`src/rtl/wall_clk_timer_ctrl.sv`:
```
// Interval controller for the wall-clock microsecond counter: clears it on start,
// captures its value on stop/timeout and presents the result over valid/ready.
module wall_clk_timer_ctrl #(
    parameter int unsigned CNT_W = 32
) (
    input  logic             clk,
    input  logic             resetn,
    input  logic             start,
    input  logic             stop,
    input  logic             timeout_en,
    input  logic [CNT_W-1:0] timeout_val,
    input  logic [CNT_W-1:0] cnt_val,
    output logic             cnt_clear,
    output logic             busy,
    output logic [CNT_W-1:0] elapsed,
    output logic             elapsed_valid,
    input  logic             elapsed_ready,
    output logic             timeout_irq,
    input  logic             irq_ack
);

    typedef enum logic [1:0] {
        IDLE,
        CLEAR,
        RUN,
        REPORT
    } state_t;

    state_t           r_state;
    state_t           w_next;
    logic [CNT_W-1:0] r_elapsed;
    logic             r_irq;
    logic             w_timeout;
    logic             w_capture;

    assign w_timeout = (r_state == RUN) && timeout_en && (cnt_val >= timeout_val);
    assign w_capture = (r_state == RUN) && (stop || w_timeout);

    always_comb begin
        w_next = r_state;
        case (r_state)
            IDLE:    if (start) w_next = CLEAR;
            CLEAR:   w_next = RUN;
            RUN:     if (w_capture) w_next = REPORT;
            REPORT:  if (elapsed_ready) w_next = IDLE;
            default: w_next = IDLE;
        endcase
    end

    always_ff @(posedge clk) begin
        if (!resetn) begin
            r_state   <= IDLE;
            r_elapsed <= '0;
            r_irq     <= 1'b0;
        end else begin
            r_state <= w_next;
            if (w_capture)
                r_elapsed <= cnt_val;
            // A timeout in the same cycle as irq_ack keeps the flag set.
            if (w_timeout)
                r_irq <= 1'b1;
            else if (irq_ack)
                r_irq <= 1'b0;
        end
    end

    // Status outputs are pure state decodes, so cnt_clear is glitch-free.
    assign cnt_clear     = (r_state == CLEAR);
    assign busy          = (r_state != IDLE);
    assign elapsed_valid = (r_state == REPORT);
    assign elapsed       = r_elapsed;
    assign timeout_irq   = r_irq;

endmodule

```
`config.mk`:
```
export PLATFORM = sky130hd
export DESIGN_NAME = wall_clk_timer_ctrl
export DESIGN_NICKNAME = d
export VERILOG_FILES = /design/src/rtl/wall_clk_timer_ctrl.sv
export SDC_FILE = /design/constraint.sdc
export NUM_CORES = 1
export LEC_CHECK = 0
export BUFFER_PORTS_ARGS = -buffer_cell sky130_fd_sc_hd__buf_2
export CORE_UTILIZATION = 48
export CTS_CLUSTER_DIAMETER = 100
export DETAILED_ROUTE_END_ITERATION = 16
export HOLD_SLACK_MARGIN = 0.02
export PLACE_DENSITY = 0.81
export SYNTH_ARGS = -nofsm -noshare
export SYNTH_HDL_FRONTEND = slang
export SYNTH_SLANG_ARGS = --single-unit
```
`constraint.sdc`:
```
create_clock -name clk -period 2.6 [get_ports clk]
set_clock_uncertainty 0.15 [all_clocks]
set_input_delay 0.26 -clock clk [delete_from_list [all_inputs] [get_ports clk]]
set_output_delay 0.26 -clock clk [all_outputs]
set_load 0.01 [all_outputs]
```
# Word level (Yosys, flattened, before mapping)
# Index checks and enable logic that the tools add are counted.
[op_classes]
n_reduce_logical = 8
n_eq_ne = 6
mux = 6
order_cmp = 1
[ops]
columns = ["op", "n"]
rows = [
  ["$ge A32 B32 Y1", 1],
  ["$pmux W2 S4", 1],
  ["$mux W2", 3],
  ["$eq A2 B2 Y1 const B", 2],
  ["$ne A2 B2 Y1 const B", 2],
  ["$reduce_bool A2 Y1", 2],
  ["$logic_and A1 B1 Y1", 3],
  ["$reduce_and A3 Y1", 1],
  ["$eq A2 B1 Y1 const B", 1],
  ["$logic_not A2 Y1", 1],
  ["$mux W1", 2],
  ["$ne A2 B1 Y1 const B", 1],
  ["$logic_or A1 B1 Y1", 1],
]
[totals]
ff_bits = 35
elab_cells = 24
input_bits = 71

# Longest topological paths before layout
[logic_depth]
word_depth = 7
depth_mapped = 9
mapped_depth_nobuf = 8

# Least setup slack after synthesis
# No wires, ideal clock.
[synth_path]
kind = "input to register"
from = "input timeout_val[31]"
to = "register r_elapsed[0], in the netlist elapsed[0]"
setup_ps = 72
path_buffers = 1
cell_stages = 9
arrival_time_ps = 2005
required_time_ps = 2378
setup_slack_ps = 373
path_cell_list = "inv_1 > ha_1 > nand4_2 > nor4_2 > and4_4 > o41ai_4 > a31oi_4 > buf_8 > mux2i_1"
[synth_between]
elab_chain_cells = 4
[synth_lines]
columns = ["element", "line", "text"]
rows = [
  ["start, declared", "11", "input logic [CNT_W-1:0] timeout_val,"],
  ["$ge A32 B32 Y1", "36", "assign w_timeout = (r_state == RUN) && timeout_en && (cnt_val >= timeout_val);"],
  ["$logic_and A1 B1 Y1", "36", ""],
  ["$logic_or A1 B1 Y1", "37", "assign w_capture = (r_state == RUN) && (stop || w_timeout);"],
  ["$logic_and A1 B1 Y1", "37", ""],
  ["end signal, assigned", "58", "r_elapsed <= cnt_val;"],
  ["end, declared", "31", "logic [CNT_W-1:0] r_elapsed;"],
]
# Every way passes these cells.
# A chain may end at the register's enable or synchronous reset.

# Worst setup path after layout
[layout_path]
from = "input cnt_val[31]"
to = "register r_elapsed[17], in the netlist elapsed[17]"
[layout_between]
elab_chain_cells = 4
[layout_lines]
columns = ["element", "line", "text"]
rows = [
  ["start, declared", "12", "input logic [CNT_W-1:0] cnt_val,"],
  ["$ge A32 B32 Y1", "36", ""],
  ["$logic_and A1 B1 Y1", "36", ""],
  ["$logic_or A1 B1 Y1", "37", ""],
  ["$logic_and A1 B1 Y1", "37", ""],
]
# Every way passes these cells.

==> metrics <==
run status completed; H-tree level count 2; Mapped Cells ~280; CTS max path bufs 2; r2r setup slk 0.85 ns; Hold Path Cell Cnt 3; worst r2r path cells 6; Internal Power 1030 uW; crit start category input pin; Syn. warnings 0; syn_area_per_cell roughly 8.6 sq um; Reg power frac 0.406; top cell family by delay on the critical path simple AND/OR/NAND/NOR gates; P&R area growth vs syn 27.9%; root buf cell clkbuf_8; crit-path max cell delay about 0.38 ns; via count around 2200; Post-Syn Nets approximately 390; placed cells around 440; count of TritonRoute iterations in the first routing pass 4; number of synthesized register bits 35; CTS Hold Buffers Added 0; critical path fanouts, max 10; clock buffer count from CTS 5; PortBufs 106; largest net degree at the start of global routing 30; Switch Pwr around 520 uW; Rows 25; Synth cell types 31; worst-skew pair later-pin latency a little under 0.3 ns; Buf+Inv Stages, Crit Path 2; Congestion Overflow GR 0; # resized after CTS 0; Filler Cells Inserted 454; die area 5260 sq um; number of global-route vias before repair just under 2000; CTS tree built; total power divided by cell area approximately 510 nW/um^2; crit path capture type register; crit-path cells buf_2 -> ha_1 -> nand4_2 -> nor4_2 -> and4_4 -> o41ai_4 -> a31oi_4 -> buf_4 -> mux2i_1; All-Layer GR Usage 0.204; number of antenna violations at the first check in global routing 0; total I/O pin count 107; clk slew on worst S/H paths approximately 0.08 ns; critical path launch point cnt_val[31]; GP Congestion 0.775; RSZ-0062 raised after global routing false; register area share after synthesis 0.293; Worst Hold Class input pin to register; core area 4750 sq um; dominant synthesized flop cell dfxtp_1; commonest non-fill, non-tap cells in the layout buf_2, nand2_1, inv_1, ha_1, dfxtp_1; Fin Setup TNS 0 ns; commonest non-fill, non-tap cell in the layout buf_2; measured slew at the worst slew-check pin roughly 0.43 ns; P_leak 0.00162 uW; post-layout net count around 490; Max-Cap Viols 0; R2R Path End elapsed[17]; Tmin final 2.22 ns; clk sink count 35; slowest stage cell on the critical path nor4_2; die height ~73 microns; starting DRC count in detailed routing between 90 and 100; fin. max-slew vios 0; WS Path Type input pin to register; final setup vio count 0; global-route wire length before repair approximately 8400 microns; Post-synth EDFFs 0; Post-Place Cell Area just under 3000 sq um; Ant. Diodes 0; final instance area between 3000 and 4000 sq um; post-route antenna net violation count 0; hold endpoint elapsed[26]; Synth Cell Area approximately 2400 sq um; hold wc startpoint cnt_val[26]; Arr. time, crit path approximately 2.3 ns; via density per instance roughly 4.8; Initial Util 0.502; period utilization 0.853; post-DP HPWL 4330 microns; max_slew headroom 0.709; DRC 0; Logic pwr share 0.339; Hold Fails Final Rpt 0; Die X just over 70 microns; VDD IR max 0.229 mV; layout cells sized above 1 0.335; Routed WL per cell 11.9 microns; Post-Route WL ~5400 microns; Clk pwr share 0.254; fmax 0.451 GHz; Final Non-Filler Cells 452; Worst Path Required around 2.7 ns; RR Startpoint r_state[0]; sw frac 0.338; ys async rst share 0; Post-CTS Setup Bufs 0
## metal layers
layer  up-vias  part of all wire  track usage
met5         -                 0            0
met4         0            0.0093       0.0588
met3         5             0.058       0.0528
met2        65              0.50        0.364
met1       981              0.43        0.239
li1       1133                 -            -
## state kept, by name, summed over array words and instances (netlist names)
name and flops:
elapsed 32, r_state 2, timeout_irq 1
## Yosys cell counts (2+ instances only)
library cell	n	area (sq um)
a21o_1	4	30.0
a21oi_1	14	70.1
buf_8	3	45.0
clkbuf_1	8	30.0
dfxtp_1	35	701
ha_1	37	463
inv_1	39	146
mux2i_1	33	330
nand2_1	72	270
nand3_1	3	15.0
nand4_1	3	18.8
nand4_2	2	25.0
nor2_1	2	7.51
o21ai_0	6	30.0
## worst register-to-register path, cell delays in order, from the launching register on
cell     delay, ns
dfxtp_1       0.34
inv_1         0.11
ha_1          0.24
o21ai_0       0.17
a31oi_4       0.21
buf_4         0.25
mux2i_1       0.21
## area by class of cell
type                       instances  area [sq um]  area share
multi-input combinational        193          1470       0.480
clock buffer                       5          68.8      0.0225
clock inverter                     3          15.0     0.00492
inverter                          39           146      0.0479
tap                               67          83.8      0.0274
sequential                        35           701       0.229
timing repair buffer             110           573       0.188
## through the flow
stage / power (uW) / util / setup slack, ns / hold WS [ns]
after floorplan: 995 / - / 0.373 / 0.252
after global placement: 1150 / 0.625 / 0.132 / 0.290
after detailed placement: 1170 / 0.625 / 0.0722 / 0.297
after CTS: 1570 / 0.642 / 0.369 / 0.0635
after global routing: 1650 / 0.642 / 0.278 / 0.0700
final: 1550 / 0.642 / 0.383 / 0.0680
## cells by family (layout without fill, tap and decap cells)
group                    Yosys count  count (layout)  share of synthesized area
buffers and inverters             50             157                     0.0927
adder cells (fa/ha/maj)           37              37                      0.194
flip-flops                        35              35                      0.293
AO/OA/AOI/OAI                     34              34                      0.114
AND/OR/NAND/NOR                   89              89                      0.168
multiplexers                      33              33                      0.138
## worst max-delay path by stage
stage,to,slack (ns),cells after the start
6_report,elapsed[17],0.38,9
5_1_grt,elapsed[12],0.28,9
4_1_cts,elapsed[17],0.37,9
3_5_place_dp,elapsed[17],0.07,9
3_3_place_gp,elapsed[9],0.13,9
2_1_floorplan,elapsed[0],0.37,9
## power by group through the flow
stage,clock network (uW),logic [uW],registers (uW)
after floorplan,0,334,661
after global placement,0,513,642
after detailed placement,0,533,641
after CTS,405,536,630
after global routing,427,585,637
final,394,526,630
No activity file was read; power rests on OpenSTA's default activity.
